File: config.mk
export PLATFORM = sky130hd
export DESIGN_NAME = qa_drv_hc_fixed_delay
export DESIGN_NICKNAME = d
export VERILOG_FILES = /design/src/rtl/qa_drv_hc_fixed_delay.sv
export SDC_FILE = /design/constraint.sdc
export NUM_CORES = 1
export LEC_CHECK = 0
export BUFFER_PORTS_ARGS = -buffer_cell sky130_fd_sc_hd__buf_2
export CAP_MARGIN = 20
export CORE_MARGIN = 3
export CORE_UTILIZATION = 58
export CTS_BUF_LIST = sky130_fd_sc_hd__clkbuf_2
export DETAILED_ROUTE_END_ITERATION = 6
export GPL_TIMING_DRIVEN = 1
export PLACE_DENSITY = 0.84
export SLEW_MARGIN = 0
export SYNTH_ARGS = -nofsm -noshare
export SYNTH_HDL_FRONTEND = slang
export SYNTH_SLANG_ARGS = --single-unit
File: constraint.sdc
create_clock -name clk -period 1 [get_ports clk]
set_input_delay 0 -clock clk [delete_from_list [all_inputs] [get_ports clk]]
set_output_delay 0 -clock clk [all_outputs]
set_load 0.02 [all_outputs]
File: src/rtl/qa_drv_hc_fixed_delay.sv
// qa_drv_hc_fixed_delay: valid+payload shift register, DEPTH cycles, flushed on reset
module qa_drv_hc_fixed_delay #(
  parameter int DEPTH = 4,
  parameter int WIDTH = 8
) (
  input  logic clk,
  input  logic reset_n,
  input  logic i_valid,
  input  logic [WIDTH-1:0] i_data,
  output logic o_valid,
  output logic [WIDTH-1:0] o_data
);
  logic [DEPTH-1:0] r_valid;
  logic [WIDTH-1:0] r_data [DEPTH];
  always_ff @(posedge clk) begin
    if (!reset_n) begin
      r_valid <= '0;
      for (int i = 0; i < DEPTH; i++) r_data[i] <= '0;
    end else begin
      r_valid[0] <= i_valid;
      r_data[0] <= i_valid ? i_data : '0;
      for (int i = 1; i < DEPTH; i++) begin
        r_valid[i] <= r_valid[i-1];
        r_data[i] <= r_data[i-1];
      end
    end
  end
  assign o_valid = r_valid[DEPTH-1];
  assign o_data = r_data[DEPTH-1];
endmodule

==> flow_metrics.env <==
export IMPL_ir_drop_uv=1100
export IMPL_ys_ff_latch=36
export IMPL_grt_use_total_pct=13.3
export IMPL_synth_top_area_share_pct=73.7
export IMPL_seq_area_um2=721
export IMPL_avgViaCountPerCell=4.59
export IMPL_ctsResizeCount=0
export IMPL_cts_root_buf="clkbuf_2"
export IMPL_hold_viol=0
export IMPL_synth_top_family_by_area="simple AND/OR/NAND/NOR gates"
export IMPL_max_cap_violations=0
export IMPL_synth_most_common_cell="dfxtp_1"
export IMPL_vias=564
export IMPL_clkLatencyLatePin_ps=340
export IMPL_required_ps=1000
export IMPL_synth_xor_area_share_pct=0
export IMPL_leakage_uw=0.000579
export IMPL_fin_nets=118
export IMPL_synth_compound_area_share_pct=0
export IMPL_antenna_found_initial=0
export IMPL_period_needed_ps=817
export IMPL_postSynthNetCount=86
export IMPL_cp_end_kind="output pin"
export IMPL_first_global_vias=502
export IMPL_utilization_pct=78.1
export IMPL_p_per_area_mw_per_mm2=1780
export IMPL_clockBufferDepth=2
export IMPL_fmax_ghz=1.22
export IMPL_critical_path_top_delay_family="flip-flops"
export IMPL_drtIter0Drc=5
export IMPL_synth_commonest_cells="36 x dfxtp_1, 20 x and2_1, 8 x and2_2"
export IMPL_multiInputGateArea_um2=243
export IMPL_netlist_instances=75
export IMPL_fp_dieArea_mm2=0.00222
export IMPL_ys_flop_type="dfxtp_1"
export IMPL_crit_path_top_delay_cell="dfxtp_1"
export IMPL_core_area_mm2=0.00154
export IMPL_path_class="flop to output pin"
export IMPL_min_period_over_period_pct=81.7
export IMPL_io_buffers=19
export IMPL_netlist_area_um2=978
export IMPL_slew_headroom_pct=74.2
export IMPL_cts_hold_fix_buffers=9
export IMPL_grt_max_degree=37
export IMPL_die_h_um=47.1
export IMPL_start_kind="flop"
export IMPL_tns_ps=0
export IMPL_synth_edf_count=0
export IMPL_cts_sinks=36
export IMPL_synthAdderAreaFrac_pct=0
export IMPL_rsz0062_at_grt="no"
export IMPL_synth_top_area_cell="dfxtp_1"
export IMPL_clk_pin_slew_worst_paths_ps=160
export IMPL_finClkSkew_ps=10.9
export IMPL_syn_area_per_cell_um2=13.0
export IMPL_yosys_area_share_simple_pct=24.8
export IMPL_setup_viol_count_final=0
export IMPL_cts_tree="yes"
export IMPL_diodes=0
export IMPL_wl_per_cell_um=10.1
export IMPL_ys_async_sr_fraction_pct=0
export IMPL_synth_area_leaders="dfxtp_1 74%, and2_1 13%, and2_2 6.1%, and3_2 4.6%, clkbuf_2 1.5%"
export IMPL_ant_nets=0
export IMPL_critPathMaxStageDelay_ps=340
export IMPL_area_growth_pct=23.0
export IMPL_io_pin_count=20
export IMPL_firstDrtPassIters=4
export IMPL_yosysSeqAreaShare_pct=73.7
export IMPL_worstPathArrival_ps=820
export IMPL_grt_pass1_wl_mm=1.87
export IMPL_wl_mm=1.24
export IMPL_drc=0
export IMPL_synthDistinctLibCells=6
export IMPL_grt_overflow=0
export IMPL_worst_hold_path_type="input port to flop"
export IMPL_place_congestion=0.624
export IMPL_final_layout_size_suffix_gt1_share_pct=37.4
export IMPL_tightest_slew_ps=386
export IMPL_initial_core_util_pct=63.5
export IMPL_path_max_fanout=1
export IMPL_synthMuxAreaShare_pct=0
export IMPL_cts_htree_levels=2
export IMPL_final_fill_count=92
export IMPL_yosysWarnings=0
export IMPL_rows=14
export IMPL_status="completed"
export IMPL_numCtsBuffers=5
export IMPL_worstPathCellList="buf_2"
export IMPL_die_w_um=47.1
export IMPL_slew_viol_final=0
export IMPL_post_cts_buffers=0
export IMPL_critPathBufInv=1
-- through the flow --
stage / cell area, µm² / hold slack (ps) / setup WS, ps / instances / total power (µW)
finish: 1200 / 104 / 183 / 123 / 2150
global route: 1200 / 113 / 115 / 123 / 2230
CTS: 1200 / 88.5 / 149 / 123 / 2160
detailed placement: 1080 / 247 / 359 / 107 / 1580
global placement: 1080 / 237 / 378 / 107 / 1570
floorplan: 978 / 136 / 450 / 75 / 1550
-- layout by cell type, fill, tap and decap left out, drive strengths merged --
master	n
and3	8
buf	19
and2	28
dlygate4sd3	9
clkinv	1
clkbuf	6
dfxtp	36
-- metal layers --
| layer | up-vias | global-route usage [%] | share of wire, % |
|---|---|---|---|
| li1 | 294 | - | - |
| met1 | 240 | 12.3 | 43 |
| met2 | 25 | 21.4 | 47 |
| met3 | 5 | 6.13 | 7.5 |
| met4 | 0 | 12.7 | 2.4 |
| met5 | - | 0 | 0 |
-- final cells by class --
type | count | share of cell area (%)
Clock buffer | 6 | 2.49
Timing Repair Buffer | 28 | 15.4
Tap cell | 16 | 1.66
Multi-Input combinational cell | 36 | 20.2
Sequential cell | 36 | 59.9
Clock inverter | 1 | 0.416
-- power breakdown --
part,switching (µW),internal [µW],leakage [µW],total (µW)
combinational,38.3,59.9,0.000258,98.2
sequential,6.50,1470,0.000293,1480
clock,406,167,0.0000288,573
total,451,1700,0.000579,2150
-- registers in the layout (all words and copies together) (netlist names) --
signal   cells
r_data      32
r_valid      4
-- final timing paths --
path / startpoint / endpoint / slack [ps] / cells after the start
worst min-delay path: reset_n / r_data[1][4]$_SDFF_PN0_ / 100 / 2
worst max register to register: r_data[0][7]$_SDFF_PN0_ / r_data[1][7]$_SDFF_PN0_ / 390 / 1
worst max-delay path: r_data[3][0]$_SDFF_PN0_ / o_data[0] / 180 / 1
worst min register to register: r_data[2][6]$_SDFF_PN0_ / r_data[3][6]$_SDFF_PN0_ / 450 / 1
-- kinds of logic (layout without fill, tap and decap cells) --
kind of cell	count (synthesis)	count (layout)
buffers and inverters	3	35
DFF	36	36
and+or+nand+nor	36	36
(Power assumes the default switching activity.)
